### src/rtl/pwm_duty_capture_pkg.sv
// rtl/pwm_duty_capture_pkg.sv - shared state encoding and derived constants for PWM duty capture
package pwm_duty_capture_pkg;

    // FSM state encoding
    localparam logic [1:0] ST_ACQUIRE = 2'd0;
    localparam logic [1:0] ST_MEASURE = 2'd1;
    localparam logic [1:0] ST_STUCK   = 2'd2;

    // Default duty width, matching the 8-bit compare counter of the LED PWM generator
    localparam int DEF_CNT_W       = 8;
    localparam int DEF_PWM_PERIOD  = 1 << DEF_CNT_W;
    localparam int DEF_STUCK_LIMIT = 2 * DEF_PWM_PERIOD;

    // Nominal PWM period in ticks for a given duty width
    function automatic int pwm_period(input int cnt_w);
        return 1 << cnt_w;
    endfunction

    // Ticks without a rising edge before the input is declared constant
    function automatic int stuck_limit(input int cnt_w);
        return 2 * pwm_period(cnt_w);
    endfunction

    // Measurement counters carry two extra bits so long periods saturate instead of wrapping
    function automatic int cnt_width(input int cnt_w);
        return cnt_w + 2;
    endfunction

endpackage

### src/rtl/pwm_duty_capture_pwm_in_sync.sv
// rtl/pwm_duty_capture_pwm_in_sync.sv - PWM input synchronizer with rising-edge detect
// Ports:
//   i_clk    system clock
//   i_rst_n  asynchronous active-low reset
//   i_pwm    raw PWM input, asynchronous to i_clk
//   o_sync   synchronized level, aligned with o_rise
//   o_rise   one-cycle pulse on each synchronized 0->1 transition
module pwm_in_sync (
    input  logic i_clk,
    input  logic i_rst_n,
    input  logic i_pwm,
    output logic o_sync,
    output logic o_rise
);

    logic r_meta;
    logic r_sync;
    logic r_prev;
    logic r_rise;

    // The rise flag is registered alongside the previous-value flop so that the
    // level presented on o_sync is already high in the cycle o_rise fires; the
    // high-time counter then counts the rising-edge tick as high.
    always_ff @(posedge i_clk or negedge i_rst_n) begin
        if (!i_rst_n) begin
            r_meta <= 1'b0;
            r_sync <= 1'b0;
            r_prev <= 1'b0;
            r_rise <= 1'b0;
        end else begin
            r_meta <= i_pwm;
            r_sync <= r_meta;
            r_prev <= r_sync;
            r_rise <= r_sync & ~r_prev;
        end
    end

    assign o_sync = r_prev;
    assign o_rise = r_rise;

endmodule

### src/rtl/pwm_duty_capture.sv
// rtl/pwm_duty_capture.sv - recovers the duty word of a PWM waveform by measuring high time and period
// Ports:
//   i_clk          system clock
//   i_rst_n        asynchronous active-low reset
//   i_pwm_in       PWM waveform, asynchronous to i_clk
//   o_duty_out     last recovered duty word
//   o_duty_valid   one-cycle pulse when o_duty_out is updated
//   o_locked       high while o_duty_out reflects a currently valid input
//   o_period_err   one-cycle pulse when a measured period is out of tolerance
module pwm_duty_capture
    import pwm_duty_capture_pkg::*;
#(
    parameter int CNT_W    = 8,
    parameter int PRESCALE = 1,
    parameter int TOL      = 2
) (
    input  logic             i_clk,
    input  logic             i_rst_n,
    input  logic             i_pwm_in,
    output logic [CNT_W-1:0] o_duty_out,
    output logic             o_duty_valid,
    output logic             o_locked,
    output logic             o_period_err
);

    localparam int CW          = cnt_width(CNT_W);
    localparam int PWM_PERIOD  = pwm_period(CNT_W);
    localparam int STUCK_LIMIT = stuck_limit(CNT_W);

    localparam logic [CW-1:0] C_MAX        = '1;
    localparam logic [CW-1:0] C_PER_LO     = CW'(PWM_PERIOD - TOL);
    localparam logic [CW-1:0] C_PER_HI     = CW'(PWM_PERIOD + TOL);
    localparam logic [CW-1:0] C_DUTY_MAX   = CW'(PWM_PERIOD - 1);
    localparam logic [CW-1:0] C_IDLE_LAST  = CW'(STUCK_LIMIT - 1);

    logic w_sync;
    logic w_rise;
    logic w_tick;
    logic w_per_ok;
    logic w_stuck_hit;
    logic [CNT_W-1:0] w_hi_sat;

    logic [1:0]       r_state;
    logic [CW-1:0]    r_per_cnt;
    logic [CW-1:0]    r_hi_cnt;
    logic [CW-1:0]    r_idle_cnt;
    logic [CNT_W-1:0] r_duty_out;
    logic             r_duty_valid;
    logic             r_locked;
    logic             r_period_err;

    pwm_in_sync u_sync (
        .i_clk   (i_clk),
        .i_rst_n (i_rst_n),
        .i_pwm   (i_pwm_in),
        .o_sync  (w_sync),
        .o_rise  (w_rise)
    );

    generate
        if (PRESCALE > 1) begin : g_prescale
            localparam int PW = $clog2(PRESCALE);
            localparam logic [PW-1:0] C_PRE_LAST = PW'(PRESCALE - 1);
            logic [PW-1:0] r_pre_cnt;

            always_ff @(posedge i_clk or negedge i_rst_n) begin
                if (!i_rst_n) begin
                    r_pre_cnt <= '0;
                end else if (r_pre_cnt == C_PRE_LAST) begin
                    r_pre_cnt <= '0;
                end else begin
                    r_pre_cnt <= r_pre_cnt + PW'(1);
                end
            end

            assign w_tick = (r_pre_cnt == C_PRE_LAST);
        end else begin : g_no_prescale
            assign w_tick = 1'b1;
        end
    endgenerate

    assign w_per_ok = (r_per_cnt >= C_PER_LO) && (r_per_cnt <= C_PER_HI);

    // A period stretched with a long high phase can count past the largest duty word
    assign w_hi_sat = (r_hi_cnt > C_DUTY_MAX) ? {CNT_W{1'b1}} : r_hi_cnt[CNT_W-1:0];

    // Fires on the tick that brings idle_cnt up to the limit; saturation keeps it one-shot
    assign w_stuck_hit = w_tick && (r_idle_cnt == C_IDLE_LAST);

    always_ff @(posedge i_clk or negedge i_rst_n) begin
        if (!i_rst_n) begin
            r_per_cnt  <= '0;
            r_hi_cnt   <= '0;
            r_idle_cnt <= '0;
        end else if (w_rise) begin
            // The rising-edge tick is the first tick of the new period and is high
            r_per_cnt  <= CW'(1);
            r_hi_cnt   <= CW'(1);
            r_idle_cnt <= '0;
        end else if (w_tick) begin
            if (r_per_cnt != C_MAX) begin
                r_per_cnt <= r_per_cnt + CW'(1);
            end
            if (w_sync && (r_hi_cnt != C_MAX)) begin
                r_hi_cnt <= r_hi_cnt + CW'(1);
            end
            if (r_idle_cnt != C_MAX) begin
                r_idle_cnt <= r_idle_cnt + CW'(1);
            end
        end
    end

    always_ff @(posedge i_clk or negedge i_rst_n) begin
        if (!i_rst_n) begin
            r_state      <= ST_ACQUIRE;
            r_duty_out   <= '0;
            r_duty_valid <= 1'b0;
            r_locked     <= 1'b0;
            r_period_err <= 1'b0;
        end else begin
            r_duty_valid <= 1'b0;
            r_period_err <= 1'b0;
            case (r_state)
                ST_ACQUIRE: begin
                    // The period in progress at start-up is partial, so it is discarded
                    if (w_rise) begin
                        r_state <= ST_MEASURE;
                    end else if (w_stuck_hit) begin
                        r_state      <= ST_STUCK;
                        r_duty_out   <= w_sync ? {CNT_W{1'b1}} : '0;
                        r_duty_valid <= 1'b1;
                        r_locked     <= 1'b1;
                    end
                end
                ST_MEASURE: begin
                    // Rise is checked first so it wins over a coincident idle timeout
                    if (w_rise) begin
                        if (w_per_ok) begin
                            r_duty_out   <= w_hi_sat;
                            r_duty_valid <= 1'b1;
                            r_locked     <= 1'b1;
                        end else begin
                            r_period_err <= 1'b1;
                            r_locked     <= 1'b0;
                        end
                    end else if (w_stuck_hit) begin
                        r_state      <= ST_STUCK;
                        r_duty_out   <= w_sync ? {CNT_W{1'b1}} : '0;
                        r_duty_valid <= 1'b1;
                        r_locked     <= 1'b1;
                    end
                end
                ST_STUCK: begin
                    // The stuck level is no longer current once an edge appears
                    if (w_rise) begin
                        r_state  <= ST_MEASURE;
                        r_locked <= 1'b0;
                    end
                end
                default: begin
                    r_state <= ST_ACQUIRE;
                end
            endcase
        end
    end

    assign o_duty_out   = r_duty_out;
    assign o_duty_valid = r_duty_valid;
    assign o_locked     = r_locked;
    assign o_period_err = r_period_err;

endmodule

### config.mk
export PLATFORM = sky130hd
export DESIGN_NAME = pwm_duty_capture
export DESIGN_NICKNAME = d
export VERILOG_FILES = /design/src/rtl/pwm_duty_capture_pkg.sv /design/src/rtl/pwm_duty_capture_pwm_in_sync.sv /design/src/rtl/pwm_duty_capture.sv
export SDC_FILE = /design/constraint.sdc
export NUM_CORES = 1
export LEC_CHECK = 0
export CAP_MARGIN = 10
export CELL_PAD_IN_SITES_DETAIL_PLACEMENT = 0
export CELL_PAD_IN_SITES_GLOBAL_PLACEMENT = 2
export CORE_UTILIZATION = 38
export DETAILED_ROUTE_END_ITERATION = 8
export PLACE_DENSITY = 0.89
export SLEW_MARGIN = 20
export SYNTH_ARGS = -nofsm -noshare
export SYNTH_HDL_FRONTEND = slang
export SYNTH_SLANG_ARGS = --single-unit
### constraint.sdc
create_clock -name i_clk -period 2.74 [get_ports i_clk]
set_clock_uncertainty 0.15 [all_clocks]
set_input_delay 0.548 -clock i_clk [delete_from_list [all_inputs] [get_ports i_clk]]
set_output_delay 0.548 -clock i_clk [all_outputs]
set_load 0.02 [all_outputs]
==> results list <==
- Outcome: finished, final reports clean
- TritonCTS built the clock tree.
- For this configuration, the core starts out at a cell density of 40.4%.
* Crit Path Category: reg -> reg
- Die Height: 85.1 µm
- Power density cells: 577 nW/µm²
* Clock buffer count from CTS: 5
* H-tree depth: 2
- At the later pin of the worst-skew pair, clock insertion delay measures 0.29 ns.
- Mean post-synth cell area: 9.62 µm²
* DRC violations left: 0
- Among all stages on the critical path, the largest delay is contributed by or3b_1.
* Number of gates resized after CTS: 0
- Proportion of layout cells with a drive suffix above 1: 7.02%
- The die covers 7240 µm².
- Number of DRC markers in iteration 0: 104
- Largest net degree at the start of global routing: 48
- Synth Flop Type: dfrtp_1
- Family with the most delay on the worst path: simple AND/OR/NAND/NOR gates
- The first global-routing pass estimated 9720 µm of wire.
- Clock slew at the register clock pins of the worst setup and hold paths: 0.08 ns
- Maximum cell stage delay along the critical path: 0.55 ns
* Critical Path RT: 2.83 ns
* Grt met2 use: 26.3%
- Headroom to the max-slew limit came out at 54.4%.
- The floorplan step defined a core boundary enclosing 6490 µm².
* Deepest clock path buffer count: 2
* Measured slew at the worst slew-check pin: 0.680 ns
- The floorplan step set the die width to 85.1 µm.
- Period utilisation layout: 80.2%
- Clock root cell: clkbuf_8
- Total of hold buffers inserted after clock tree synthesis: 0
- Async set-or-reset flop fraction in the synthesized netlist: 100%
* Syn nets: 284
- Count of nets after finishing: 296
* Number of cell rows: 29
- Cells fill 44.8% of the core in the end.
- Count of nets left with antenna violations after detail routing: 0
* VDD IR-drop max: 0.000276 V
- Ys Warns: 0
- Number of max-cap violations: 0
- Synthesis-to-finish area growth: 10.8%
- 1st-pass router iterations: 4
- For this run, the top clock speed supported by timing is 0.455 GHz.
- The worst hold path belongs to the class in -> async.
* Setup repair after global routing missed its margin: no
- Together, buffers and inverters on the worst path number 0.
- Hpwl dp: 3800 µm
* Number of buffers inserted to repair setup after CTS: 0
* Crit path launch type: flop
- Shortest clock period the worst path allows after layout: 2.20 ns
- Via count of the routed design: 2127
- Final routed wirelength across all metal layers: 5630 µm
- Along the worst path, the maximum fanout reaches 10.
* Final hold violations: 0
- The signal on the critical path passes through or4b_4 > or3b_1 > a21o_1 > o2bb2a_4.
- Mapped cell area: 2630 µm²
* # fillers: 635
- Congestion Overflow GR: 0
- Distinct cell type count of the synthesized netlist: 51
* Antenna diode count: 0
* Top-Level Pins: 14
* Routed length per instance: 15.6 µm
* Gate count after technology mapping: 273
- Clock Sinks: 47
- Vias in the first global route: 1972
- Final setup vio count: 0
- For this run, the register share of the synthesized area comes to 44.8%.
* EDFF count, synth: 0
- For this run, global-route usage on met1 was measured as 24.1%.
* Endpoint kind of the worst setup timing path: flop
- At the end of routability-driven placement, the weighted congestion stood at 0.764.
- For the worst setup path, the data arrival time is 2.29 ns.
- Dividing the detail-routed via count by the number of cells gives 5.88.
- Highest-utilization routing layer at the global route stage: met2
- For this design the static power due to leakage is 1.24 nW.
* Seq cells post-synth: 47
* Met3 Resource Use GR: 3.79%
- Final Max Slew Viols: 0
- For the final routed database, the setup TNS stands at 0 ns.
- The number of antenna violations at the first check in global routing was 0.
* Port bufs: 13
- In the global route stage, overall resource usage came out at 17.0%.
==> final cells by class <==
type | instances | area [µm²] | share of cell area (%)
Timing Repair Buffer | 19 | 170 | 5.85
Sequential cell | 47 | 1180 | 40.4
Clock inverter | 1 | 5.00 | 0.172
Tap cell | 77 | 96.3 | 3.31
Multi-Input combinational cell | 201 | 1340 | 46.0
Clock buffer | 6 | 82.6 | 2.84
Inverter | 11 | 41.3 | 1.42
==> worst reg2reg max path: stages (launching register included) <==
cell and delay (ns):
dfrtp_1 0.46, or4b_4 0.54, or3b_1 0.55, a21o_1 0.25
o2bb2a_4 0.19
==> layer usage <==
layer | routed length [µm] | part of all wire [%]
met1 | 2960 | 53
met2 | 2480 | 44
met3 | 148 | 2.6
met4 | 42 | 0.75
met5 | 0 | 0
==> final timing paths <==
| check | slack [ns] | from | end | depth (start not counted) |
|---|---|---|---|---|
| min reg2reg | 0.21 | u_sync.r_meta | u_sync.r_sync | 0 |
| max in group asynchronous | 1.82 | i_rst_n | u_sync.r_sync | 2 |
| min in group i_clk | 0.21 | u_sync.r_meta | u_sync.r_sync | 0 |
| min | 0.19 | i_rst_n | o_duty_out[3] | 2 |
| max reg2reg | 0.54 | r_per_cnt[2] | o_locked | 4 |
| max | 0.54 | r_per_cnt[2] | o_locked | 4 |
==> where the power goes <==
part	switching (W)	total, W	internal (W)
registers	0.000123	0.000894	0.000771
clock network	0.000220	0.000418	0.000198
logic	0.000215	0.000367	0.000152
total	0.000558	0.00168	0.00112
==> flip-flops by register name, indices dropped and copies added, names as in the netlist, 2 cells and up <==
register    count
r_hi_cnt       10
r_state         2
r_per_cnt      10
r_idle_cnt     10
o_duty_out      8
==> synthesized netlist by cell type, drive strengths merged, types with 2 or more instances <==
| master | instances | area [µm²] |
|---|---|---|
| dfrtp | 47 | 1180 |
| nor2 | 31 | 116 |
| nand2 | 14 | 52.6 |
| nand3 | 12 | 60.1 |
| nand4 | 12 | 75.1 |
| o21ai | 12 | 60.1 |
| clkbuf | 11 | 42.5 |
| inv | 11 | 41.3 |
| o211ai | 10 | 75.1 |
| xnor2 | 10 | 87.6 |
| a21oi | 8 | 40.0 |
| a2bb2oi | 8 | 70.1 |
| ha | 8 | 100 |
| nor3 | 8 | 40.0 |
| a211oi | 7 | 52.6 |
| or3 | 6 | 37.5 |
| a31oi | 4 | 25.0 |
| and3 | 4 | 26.3 |
| and4 | 4 | 36.3 |
| a311oi | 3 | 32.5 |
| buf | 3 | 27.5 |
| mux2i | 3 | 30.0 |
| nor2b | 3 | 18.8 |
| nor4 | 3 | 18.8 |
| o211a | 3 | 30.0 |
| and2 | 2 | 12.5 |
| nand3b | 2 | 15.0 |
| nand4bb | 2 | 22.5 |
| o22ai | 2 | 12.5 |
| o311ai | 2 | 17.5 |
| o31ai | 2 | 20.0 |
| o41ai | 2 | 17.5 |
| xor2 | 2 | 17.5 |
==> cell usage in the layout, fill, tap and decap left out, types with 10 or more instances in the layout <==
cell type,count
nand2_1,14
inv_1,11
nand3_1,12
nand4_1,12
o21ai_0,12
nor2_1,31
clkdlybuf4s50_1,12
o211ai_1,10
xnor2_1,10
dfrtp_1,47
==> cell families after synthesis <==
group,Yosys count,synth area share [%]
AND/OR/NAND/NOR,108,22.1
flip-flops,47,44.8
buffers and inverters,25,4.24
multiplexers,3,1.14
XOR/XNOR,12,4.00
AO/OA/AOI/OAI,70,19.9
adder cells (fa/ha/maj),8,3.81
==> through the flow <==
stage	total power, W	std cells	hold WS, ns	setup WS [ns]	instance area [µm²]
2_1_floorplan	0.00116	273	0.102	0.676	2630
3_3_place_gp	0.00127	355	0.182	0.602	2820
3_5_place_dp	0.00127	355	0.186	0.574	2820
4_1_cts	0.00170	362	0.206	0.539	2910
5_1_grt	0.00180	362	0.221	0.476	2910
6_report	0.00168	362	0.192	0.541	2910
Note: power is estimated with default switching activity, not from simulation.
==> edit: new RTL, config.mk and constraints unchanged <==
`CNT_W`: 8 -> 6.
--- a/src/rtl/pwm_duty_capture.sv
+++ b/src/rtl/pwm_duty_capture.sv
@@ -10,7 +10,7 @@
 module pwm_duty_capture
     import pwm_duty_capture_pkg::*;
 #(
-    parameter int CNT_W    = 8,
+    parameter int CNT_W    = 6,
     parameter int PRESCALE = 1,
     parameter int TOL      = 2
 ) (
Interface: changed (resized o_duty_out); port bits go from 14 to 12. No check against the original RTL was run, so the function may have changed too.
==> edit against the original RTL <==
- final cell count shrank 22%
- total power grew 3.5%
- critical path type is now register to output port
- wire length shrank 34%
- setup slack gained 0.24 ns
- sequential power fell by 7.3%
- largest power group unchanged
- count of clock-buffer cells in the layout unchanged
- register-to-register slack gained 0.28 ns
- combinational power grew 41%
- area after synthesis fell by 24%
- non-clock buffer count shrank 7
- sequential cell count decreased by 8
- cell area shrank 23%
==> edit: results <==
group,metric,value,unit
status,status,"complete, no violations",
worst_setup_path,slowest_stage,"clkdlybuf4s50_1",
placed_design,portBuffers,11,
synth,synth_compound_area_share,14.5,%
route,drt_first_iter_violations,86,
floorplan,dieArea,5520,sq um
cts,clk_path_buf_depth,2,
global_routing,antenna_found_initial,0,
synth,ys_types,41,
route,drt_pass1_iterations,4,
synth,muxShareOfSynthArea,2.52,%
synth,synthesis.nets,212,
layout,fin_nets,226,
worst_setup_path,cpLargestDelayFamily,"buffers and inverters",
synth,ys_seq_area_share,49.1,%
worst_setup_path,worstPathArrival,1.26,ns
worst_setup_path,critical-path-max-stage-delay,0.61,ns
route,met1_length,1930,um
timing,slew_headroom,42.8,%
synth,synth_common_cells,"dfrtp_1, nor2_1, nand2_1",
global_routing,grt_pass1_wl,6510,um
hold_path,hold_path_class,"input pin to asynchronous set/reset pin",
synth,synth_area_leaders,"dfrtp_1, ha_1, nor2_1",
route,routed_wl,3710,um
layout,reg_top3,"r_hi_cnt (8), r_idle_cnt (8), r_per_cnt (8)",
synth,synth_cells,201,
route,wire_per_inst,13.1,um
placed_design,place_inst,275,
global_routing,grt_max_degree,40,
route,wl_met2,1600,um
cts,cts_buffers,5,
cts,cts_resized,0,
route,wl_met3,120,um
layout,antenna_cells,0,
placed_design,place_congestion,0.760,
route,highest_layer,"met4",
synth,yosys_warnings,0,
pwr,vdd_drop_max,0.000486,V
cts,h-tree-depth,2,
layout,drive_above_1_share,7.44,%
route,routed_via_density,5.14,
synth,synth_async_sr_flop_share,100,%
placed_design,post-dp-hpwl,2490,um
pwr,power.leakage,0.958,nW
cts,clk_pin_slew_worst_paths,0.07,ns
global_routing,track_usage,15.6,%
layout,fill_cells,479,
cts,clock_latency,0.29,ns
synth,synthXorXnorAreaFrac,3.53,%
synth,synthAdderAreaFrac,5.04,%
worst_setup_path,worstPathMaxFanout,3,
global_routing,grt_pass1_vias,1378,
edit: worst paths after layout:
check	endpoint	slack, ns	from	depth (start not counted)
max	o_locked	0.78	o_locked	1
max reg2reg	o_duty_out[4]	0.82	r_state[1]	6
min reg2reg	u_sync.r_sync	0.21	u_sync.r_meta	0
max in group asynchronous	o_duty_out[1]	1.68	i_rst_n	1
min	r_per_cnt[3]	0.21	i_rst_n	1
min in group i_clk	u_sync.r_sync	0.21	u_sync.r_meta	0
edit: final cells by class:
class | instances | area [sq um] | share of cell area [%]
well taps | 67 | 83.8 | 3.74
clock inverters | 1 | 5.00 | 0.223
repair buffers | 12 | 113 | 5.02
inverters | 8 | 30.0 | 1.34
clock buffers | 6 | 82.6 | 3.68
multi-input cells | 149 | 952 | 42.5
flip-flops and latches | 39 | 976 | 43.5
edit: layer usage:
metal / GRT usage [%] / vias up
met2: 23.3 / 23
met3: 4.07 / 7
met1: 22.0 / 674
met4: 5.66 / 0
met5: 0 / -
li1: - / 746
edit: power by group:
group | internal (mW) | switching, mW
clock | 0.197 | 0.192
sequential | 0.693 | 0.136
combinational | 0.257 | 0.262
edit: cells by family after synthesis:
group / Yosys count
simple gates: 84
compound gates: 44
flops: 39
buf+inv: 13
xor+xnor: 8
fa+ha+maj: 8
mux: 5
edit: metrics by stage:
| step | hold slack, ns | util (%) | setup WS, ns | instance area (sq um) |
|---|---|---|---|---|
| after global routing | 0.222 | 45.9 | 0.671 | 2240 |
| after floorplan | 0.102 | - | 1.02 | 1990 |
| final | 0.205 | 45.9 | 0.783 | 2240 |
| after detailed placement | 0.192 | 44.2 | 0.825 | 2150 |
| after CTS | 0.209 | 45.9 | 0.762 | 2240 |
| after global placement | 0.184 | 44.2 | 0.827 | 2150 |
